`config.mk`:
```
export PLATFORM = sky130hd
export DESIGN_NAME = mgnt_reg_hub
export DESIGN_NICKNAME = d
export VERILOG_FILES = /design/src/rtl/mgnt_reg_hub.sv
export SDC_FILE = /design/constraint.sdc
export NUM_CORES = 1
export LEC_CHECK = 0
export BUFFER_PORTS_ARGS = -buffer_cell sky130_fd_sc_hd__buf_2
export CORE_MARGIN = 5
export CORE_UTILIZATION = 45
export DETAILED_ROUTE_END_ITERATION = 16
export PLACE_DENSITY = 0.69
export SLEW_MARGIN = 20
export SYNTH_ARGS = -nofsm -noshare
export SYNTH_HDL_FRONTEND = slang
export SYNTH_SLANG_ARGS = --single-unit
```
`constraint.sdc`:
```
create_clock -name clk -period 2.6 [get_ports clk]
set_input_delay 0.39 -clock clk [delete_from_list [all_inputs] [get_ports clk]]
set_output_delay 0.39 -clock clk [all_outputs]
set_load 0.01 [all_outputs]
```
`src/rtl/mgnt_reg_hub.sv`:
```
// SPI-to-management register hub: turns 16-bit SPI pointer writes into byte-serial
// requests towards NUM_DEV remote register blocks and serves local ID/status/flow-staging registers.
module mgnt_reg_hub #(
    parameter int unsigned NUM_DEV        = 8,
    parameter int unsigned MGNT_REG_WIDTH = 32,
    parameter int unsigned FT_WORDS       = 8,
    parameter int unsigned TIMEOUT_CYC    = 1024,
    parameter logic [15:0] SW_ID_VAL      = 16'h1234,
    parameter logic [15:0] SW_FTR_VAL     = 16'h001F
) (
    input  logic                      clk,
    input  logic                      rst,
    input  logic                      spi_wr,
    input  logic [6:0]                spi_op,
    input  logic [15:0]               spi_din,
    output logic                      spi_ack,
    output logic [15:0]               spi_dout,
    output logic                      busy,
    output logic [NUM_DEV-1:0]        sys_req_valid,
    output logic                      sys_req_wr,
    output logic [7:0]                sys_req_addr,
    input  logic                      sys_req_ack,
    output logic [7:0]                sys_req_data,
    output logic                      sys_req_data_valid,
    input  logic [7:0]                sys_resp_data,
    input  logic                      sys_resp_data_valid,
    output logic                      ft_update,
    output logic                      ft_clear,
    input  logic                      ft_ack,
    output logic [16*FT_WORDS-1:0]    flow,
    output logic [11:0]               hash
);

    localparam int unsigned NB        = MGNT_REG_WIDTH / 8;
    localparam int unsigned NW        = MGNT_REG_WIDTH / 16;
    localparam int unsigned CNT_W     = (NB > 2) ? $clog2(NB) : 1;
    localparam int unsigned TO_W      = $clog2(TIMEOUT_CYC + 1);
    localparam int unsigned FLOW_W    = 16 * FT_WORDS;
    localparam int unsigned DEV_W     = 7;
    localparam logic [6:0]  OP_PTR    = 7'h00;
    localparam logic [6:0]  OP_FTCTRL = 7'h02;
    localparam logic [6:0]  OP_HASH   = 7'h03;
    localparam logic [6:0]  LOCAL_DEV = 7'h7F;

    typedef enum logic [2:0] {
        S_IDLE,
        S_DECODE,
        S_REQ,
        S_WAIT_ACK,
        S_LOCAL,
        S_DONE
    } state_e;

    state_e                     state_q, state_d;
    logic [15:0]                ptr_q, ptr_d;
    logic [MGNT_REG_WIDTH-1:0]  wdata_q, wdata_d;
    logic [MGNT_REG_WIDTH-1:0]  rdata_q, rdata_d;
    logic [CNT_W-1:0]           cnt_q, cnt_d;
    logic [TO_W-1:0]            to_cnt_q, to_cnt_d;
    logic                       err_to_q, err_to_d;
    logic                       err_dec_q, err_dec_d;
    logic                       ovr_q, ovr_d;
    logic [15:0]                dout_q, dout_d;
    logic                       busy_q, busy_d;
    logic [NUM_DEV-1:0]         valid_q, valid_d;
    logic                       wr_q, wr_d;
    logic [7:0]                 addr_q, addr_d;
    logic [7:0]                 data_q, data_d;
    logic                       dv_q, dv_d;
    logic                       ft_upd_q, ft_upd_d;
    logic                       ft_clr_q, ft_clr_d;
    logic [FLOW_W-1:0]          ft_q, ft_d;
    logic [11:0]                hash_q, hash_d;

    logic [DEV_W-1:0]           ptr_dev;
    logic                       ptr_wr;
    logic                       dev_ok;
    logic                       ptr_stb;
    logic                       last_byte;
    logic                       timeout_hit;
    logic [15:0]                local_rd;

    assign ptr_dev     = ptr_q[14:8];
    assign ptr_wr      = ptr_q[15];
    assign dev_ok      = (ptr_dev < DEV_W'(NUM_DEV));
    assign ptr_stb     = spi_wr && (spi_op == OP_PTR);
    assign last_byte   = (cnt_q == CNT_W'(NB - 1));
    assign timeout_hit = (to_cnt_q == TO_W'(TIMEOUT_CYC - 1));

    // Byte idx of the write register, counted from the most significant byte.
    function automatic logic [7:0] wbyte(input logic [MGNT_REG_WIDTH-1:0] w,
                                         input logic [CNT_W-1:0] idx);
        logic [7:0] b;
        b = '0;
        for (int i = 0; i < NB; i++) begin
            if (idx == CNT_W'(i)) b = w[MGNT_REG_WIDTH-1-8*i -: 8];
        end
        return b;
    endfunction

    always_ff @(posedge clk) begin
        if (!rst) state_q <= S_IDLE;
        else      state_q <= state_d;
    end

    always_comb begin
        state_d = state_q;
        case (state_q)
            S_IDLE:     if (ptr_stb) state_d = S_DECODE;
            S_DECODE: begin
                if (dev_ok)                    state_d = S_REQ;
                else if (ptr_dev == LOCAL_DEV) state_d = S_LOCAL;
                else                           state_d = S_DONE;
            end
            S_REQ: begin
                if (timeout_hit)                                    state_d = S_DONE;
                else if (ptr_wr && last_byte)                       state_d = S_WAIT_ACK;
                else if (!ptr_wr && sys_resp_data_valid && last_byte) state_d = S_WAIT_ACK;
            end
            S_WAIT_ACK: if (sys_req_ack || timeout_hit) state_d = S_DONE;
            S_LOCAL:    state_d = S_DONE;
            S_DONE:     state_d = S_IDLE;
            default:    state_d = S_IDLE;
        endcase
    end

    // Local register read mux, addressed by ptr[7:0].
    always_comb begin
        local_rd = '0;
        case (ptr_q[7:4])
            4'h0: begin
                if (ptr_q[3:0] == 4'h2)      local_rd = {14'b0, ft_clr_q, ft_upd_q};
                else if (ptr_q[3:0] == 4'h3) local_rd = {4'b0, hash_q};
            end
            4'h1: for (int k = 0; k < NW; k++)
                      if (ptr_q[3:0] == 4'(k)) local_rd = rdata_q[16*k +: 16];
            4'h2: for (int k = 0; k < NW; k++)
                      if (ptr_q[3:0] == 4'(k)) local_rd = wdata_q[16*k +: 16];
            4'h3: for (int j = 0; j < FT_WORDS; j++)
                      if (ptr_q[3:0] == 4'(j)) local_rd = ft_q[16*j +: 16];
            4'h4: if (ptr_q[3:0] == 4'h0) local_rd = {13'b0, ovr_q, err_dec_q, err_to_q};
            4'h8: begin
                if (ptr_q[3:0] == 4'h0)      local_rd = SW_ID_VAL;
                else if (ptr_q[3:0] == 4'h1) local_rd = SW_FTR_VAL;
            end
            default: ;
        endcase
    end

    always_comb begin
        ptr_d     = ptr_q;
        wdata_d   = wdata_q;
        rdata_d   = rdata_q;
        cnt_d     = cnt_q;
        to_cnt_d  = to_cnt_q;
        err_to_d  = err_to_q;
        err_dec_d = err_dec_q;
        ovr_d     = ovr_q;
        dout_d    = dout_q;
        valid_d   = valid_q;
        wr_d      = wr_q;
        addr_d    = addr_q;
        data_d    = data_q;
        dv_d      = dv_q;
        ft_upd_d  = ft_upd_q;
        ft_clr_d  = ft_clr_q;
        ft_d      = ft_q;
        hash_d    = hash_q;
        busy_d    = (state_d != S_IDLE);

        if (spi_wr) begin
            for (int k = 0; k < NW; k++)
                if (spi_op == 7'(16 + k)) wdata_d[16*k +: 16] = spi_din;
            for (int j = 0; j < FT_WORDS; j++)
                if (spi_op == 7'(48 + j)) ft_d[16*j +: 16] = spi_din;
            if (spi_op == OP_HASH) hash_d = spi_din[11:0];
        end

        // A flow-table command stays up until acknowledged; new commands wait for that.
        if (ft_upd_q || ft_clr_q) begin
            if (ft_ack) begin
                ft_upd_d = 1'b0;
                ft_clr_d = 1'b0;
            end
        end else if (spi_wr && (spi_op == OP_FTCTRL)) begin
            ft_upd_d = (spi_din == 16'd1);
            ft_clr_d = (spi_din == 16'd2);
        end

        case (state_q)
            S_DECODE: begin
                if (dev_ok) begin
                    valid_d  = NUM_DEV'(1) << ptr_dev;
                    wr_d     = ptr_wr;
                    addr_d   = ptr_q[7:0];
                    cnt_d    = '0;
                    to_cnt_d = '0;
                    dv_d     = ptr_wr;
                    data_d   = ptr_wr ? wbyte(wdata_q, '0) : 8'h00;
                end else if (ptr_dev != LOCAL_DEV) begin
                    err_dec_d = 1'b1;
                end
            end
            S_REQ: begin
                to_cnt_d = to_cnt_q + TO_W'(1);
                if (timeout_hit) begin
                    valid_d  = '0;
                    wr_d     = 1'b0;
                    dv_d     = 1'b0;
                    data_d   = '0;
                    err_to_d = 1'b1;
                    rdata_d  = '1;
                end else if (ptr_wr) begin
                    if (last_byte) begin
                        dv_d   = 1'b0;
                        data_d = '0;
                    end else begin
                        cnt_d  = cnt_q + CNT_W'(1);
                        data_d = wbyte(wdata_q, cnt_q + CNT_W'(1));
                    end
                end else if (sys_resp_data_valid) begin
                    rdata_d = {rdata_q[MGNT_REG_WIDTH-9:0], sys_resp_data};
                    cnt_d   = cnt_q + CNT_W'(1);
                end
            end
            S_WAIT_ACK: begin
                to_cnt_d = to_cnt_q + TO_W'(1);
                if (sys_req_ack) begin
                    valid_d = '0;
                    wr_d    = 1'b0;
                end else if (timeout_hit) begin
                    valid_d  = '0;
                    wr_d     = 1'b0;
                    err_to_d = 1'b1;
                    rdata_d  = '1;
                end
            end
            S_LOCAL: begin
                // Status clear takes its mask from the SPI data bus while the local access runs.
                if (ptr_wr && (ptr_q[7:0] == 8'h40)) begin
                    if (spi_din[0]) err_to_d  = 1'b0;
                    if (spi_din[1]) err_dec_d = 1'b0;
                    if (spi_din[2]) ovr_d     = 1'b0;
                end
            end
            S_DONE: begin
                if (ptr_dev == LOCAL_DEV)    dout_d = ptr_wr ? 16'h0000 : local_rd;
                else if (dev_ok && !ptr_wr)  dout_d = rdata_q[15:0];
                else                         dout_d = 16'h0000;
            end
            default: ;
        endcase

        if (ptr_stb) begin
            if (state_q == S_IDLE) ptr_d = spi_din;
            else                   ovr_d = 1'b1;
        end
    end

    always_ff @(posedge clk) begin
        if (!rst) begin
            ptr_q     <= '0;
            wdata_q   <= '0;
            rdata_q   <= '0;
            cnt_q     <= '0;
            to_cnt_q  <= '0;
            err_to_q  <= 1'b0;
            err_dec_q <= 1'b0;
            ovr_q     <= 1'b0;
            dout_q    <= '0;
            busy_q    <= 1'b0;
            valid_q   <= '0;
            wr_q      <= 1'b0;
            addr_q    <= '0;
            data_q    <= '0;
            dv_q      <= 1'b0;
            ft_upd_q  <= 1'b0;
            ft_clr_q  <= 1'b0;
            ft_q      <= '0;
            hash_q    <= '0;
        end else begin
            ptr_q     <= ptr_d;
            wdata_q   <= wdata_d;
            rdata_q   <= rdata_d;
            cnt_q     <= cnt_d;
            to_cnt_q  <= to_cnt_d;
            err_to_q  <= err_to_d;
            err_dec_q <= err_dec_d;
            ovr_q     <= ovr_d;
            dout_q    <= dout_d;
            busy_q    <= busy_d;
            valid_q   <= valid_d;
            wr_q      <= wr_d;
            addr_q    <= addr_d;
            data_q    <= data_d;
            dv_q      <= dv_d;
            ft_upd_q  <= ft_upd_d;
            ft_clr_q  <= ft_clr_d;
            ft_q      <= ft_d;
            hash_q    <= hash_d;
        end
    end

    assign spi_ack            = spi_wr;
    assign spi_dout           = dout_q;
    assign busy               = busy_q;
    assign sys_req_valid      = valid_q;
    assign sys_req_wr         = wr_q;
    assign sys_req_addr       = addr_q;
    assign sys_req_data       = data_q;
    assign sys_req_data_valid = dv_q;
    assign ft_update          = ft_upd_q;
    assign ft_clear           = ft_clr_q;
    assign flow               = ft_q;
    assign hash               = hash_q;

endmodule
```
==> flow_summary.toml <==
[synth]
yosysWarnings = 0
netlist_area_um2 = 13100
synth_ff_type = "dfxtp_1"
synth_top_area_frac = 0.435
synth_top_cell_by_area = "dfxtp_1"
post-synth-top-count-cell = "dfxtp_1"
synth_seq_area_share = 0.435
synth_fp_nets = 1616
avgSynthCellArea_um2 = 8.30
ys_ff_latch = 284
synth_common_cells = "dfxtp_1 (284), nand2_1 (208), nor2_1 (177), a21oi_1 (172), mux2i_1 (118)"
synthArstFlopShare = 0
synthDistinctLibCells = 69
synth_edf_count = 0
ys_top_cells_by_area = "dfxtp_1 (44%), mux2i_1 (9.0%), a21oi_1 (6.6%)"
synthCells = 1573

[pwr]
pwr-share-seq = 0.467
p_comb_frac = 0.034
p_leak_nw = 6.42
ir_worst_vdd_uv = 564
pwr_density_cell_nw_per_um2 = 600
clkPwrFrac = 0.499
swShare = 0.227
power.switching_mw = 2.12
intPower_mw = 7.23
p_total_mw = 9.35

[status]
status = "finished clean"

[placement]
hpwl_um = 34300
numPortBuffers = 222
gp_congestion = 0.967

[clock_tree]
cts_tree = "built"
clock_sinks = 284
hold_buffers = 0
clk_latency_ns = 0.58
path_clk_slew_ns = 0.06
cts_root_buf = "clkbuf_16"
cts_resized = 0
post-cts-setup-buffers = 0
numCtsBuffers = 30
cts.path.max_buffers = 3
htree_levels = 1

[final_layout]
layout-drive-gt1-share = 0.210
syn2layout_area_growth_pct = 19.4
final_util = 0.543
nFillCells = 2686
final_net_count = 1778

[sta]
tightest_slew_ns = 0.804
slew_violations = 0
fin_setup_tns_ns = 0
fin_crit_sh = 0.927
rsz0062_at_grt = "false"
hold_viol_final = 0
max_clock_freq_mhz = 415
final.min_clock_period_ns = 2.41
skew_ns = 0.0305
finalSetupViolations = 0
timing.hold.ws_ns = 0.0503
relSlewSlack = 0.459

[grt]
overflow = 0
grt_pass1_vias = 12150
antenna_found_initial = 1
grt_max_degree = 73
grt_pass1_wl_um = 73600
grtUsageTotal = 0.281

[floorplan]
die_area_um2 = 32500
dieHeight_um = 180
initial_core_util = 0.455
ios = 223
die_x_um = 180
row_count = 62
fp.coreArea_um2 = 28700

[drt]
wl_met2_um = 22200
wl_met1_um = 19600
first_pass_iters = 6
detail-route-antenna-nets = 0
wl_per_cell_um = 22.8
met3_length_um = 5040
routed_wl_um = 48900
dr.max_layer_used = "met5"
first_iter_violations = 1658
vias_per_cell = 6.09
drc = 0
num_vias = 13067

[setup_path]
endpoint_kind = "flip-flop"
cp-start-kind = "flip-flop"
path_max_fanout = 12
cp.required_ns = 3.08
crit_type = "flip-flop to flip-flop"
cp_data_arrival_time_ns = 2.90

[worst_hold_path]
timing.hold.worst.class = "input port to flip-flop"

[run]
cap_viol_max_count = 0
[sequential cells by signal, indices dropped and copies added (netlist names), 2 cells and up]
signal,flops
flow,128
ptr_q,16
state_q,3
hash,12
rdata_q,32
wdata_q,32
sys_req_addr,8
sys_req_data,8
spi_dout,16
sys_req_valid,8
to_cnt_q,11
cnt_q,2
[stage by stage]
step                      area (um2)  setup slack, ns  std cells
after floorplan                13100            0.695       1573
after global placement         14500            0.345       2087
after detailed placement       14500            0.296       2087
after CTS                      15600            0.286       2143
after global routing           15600           0.0830       2143
final                          15600            0.189       2144
[final timing paths]
kind                            slack (ns)  cells after the start        startpoint           to
worst max-delay path                  0.19                      6          ptr_q[4]  spi_dout[9]
worst min-delay path                  0.05                      3  sys_resp_data[3]   rdata_q[3]
worst max register to register        0.19                      6          ptr_q[4]  spi_dout[9]
worst min register to register        0.45                      2        sys_req_wr   sys_req_wr
[power by group through the flow]
stage	clock network, mW	registers [mW]	logic, mW
3_3_place_gp	0	4.46	0.306
6_report	4.67	4.37	0.316
4_1_cts	4.69	4.37	0.307
5_1_grt	4.88	4.37	0.327
2_1_floorplan	0	4.46	0.152
3_5_place_dp	0	4.46	0.307
[critical path, cell delays in order, from the launching register on]
cell and delay, ns:
dfxtp_1 0.59, nand4bb_1 0.36, nor2_1 0.46, o21ai_0 0.18
a211oi_1 0.46, a211oi_1 0.09, nor3_1 0.18
[cell families after synthesis]
kind of cell | count (synthesis) | synth area share
AO/OA/AOI/OAI | 372 | 0.172
XOR/XNOR | 8 | 0.00537
adder cells (fa/ha/maj) | 6 | 0.00575
buffers and inverters | 155 | 0.0493
flip-flops | 284 | 0.435
multiplexers | 143 | 0.119
AND/OR/NAND/NOR | 605 | 0.213
[area by class of cell]
| class | count | area [um2] | share of cell area |
|---|---|---|---|
| multi-input combinational | 1134 | 6740 | 0.432 |
| sequential | 284 | 5690 | 0.365 |
| timing repair buffer | 272 | 1540 | 0.0986 |
| clock buffer | 42 | 856 | 0.0549 |
| tap | 384 | 480 | 0.0308 |
| clock inverter | 14 | 226 | 0.0145 |
| inverter | 13 | 53.8 | 0.00345 |
| antenna | 1 | 2.50 | 0.000161 |
[cells in the final DEF (no fill, tap or decap), types with 12 or more instances in the layout]
cell type / instances
a21oi_1: 172
nand3_1: 98
buf_2: 222
nand2_1: 208
a22oi_1: 19
nand3b_1: 12
mux2_2: 17
dfxtp_1: 282
nand2b_1: 16
buf_4: 46
nor2_1: 175
inv_1: 12
mux2i_1: 118
o22ai_1: 46
o21ai_0: 54
clkbuf_16: 30
nor3_1: 20
[layer usage]
layer,vias to the layer above,GRT usage
met5,-,0
met3,120,0.0551
met4,2,0.0995
met2,812,0.456
li1,5914,-
met1,6219,0.376
Note: power is estimated with default switching activity, not from simulation.
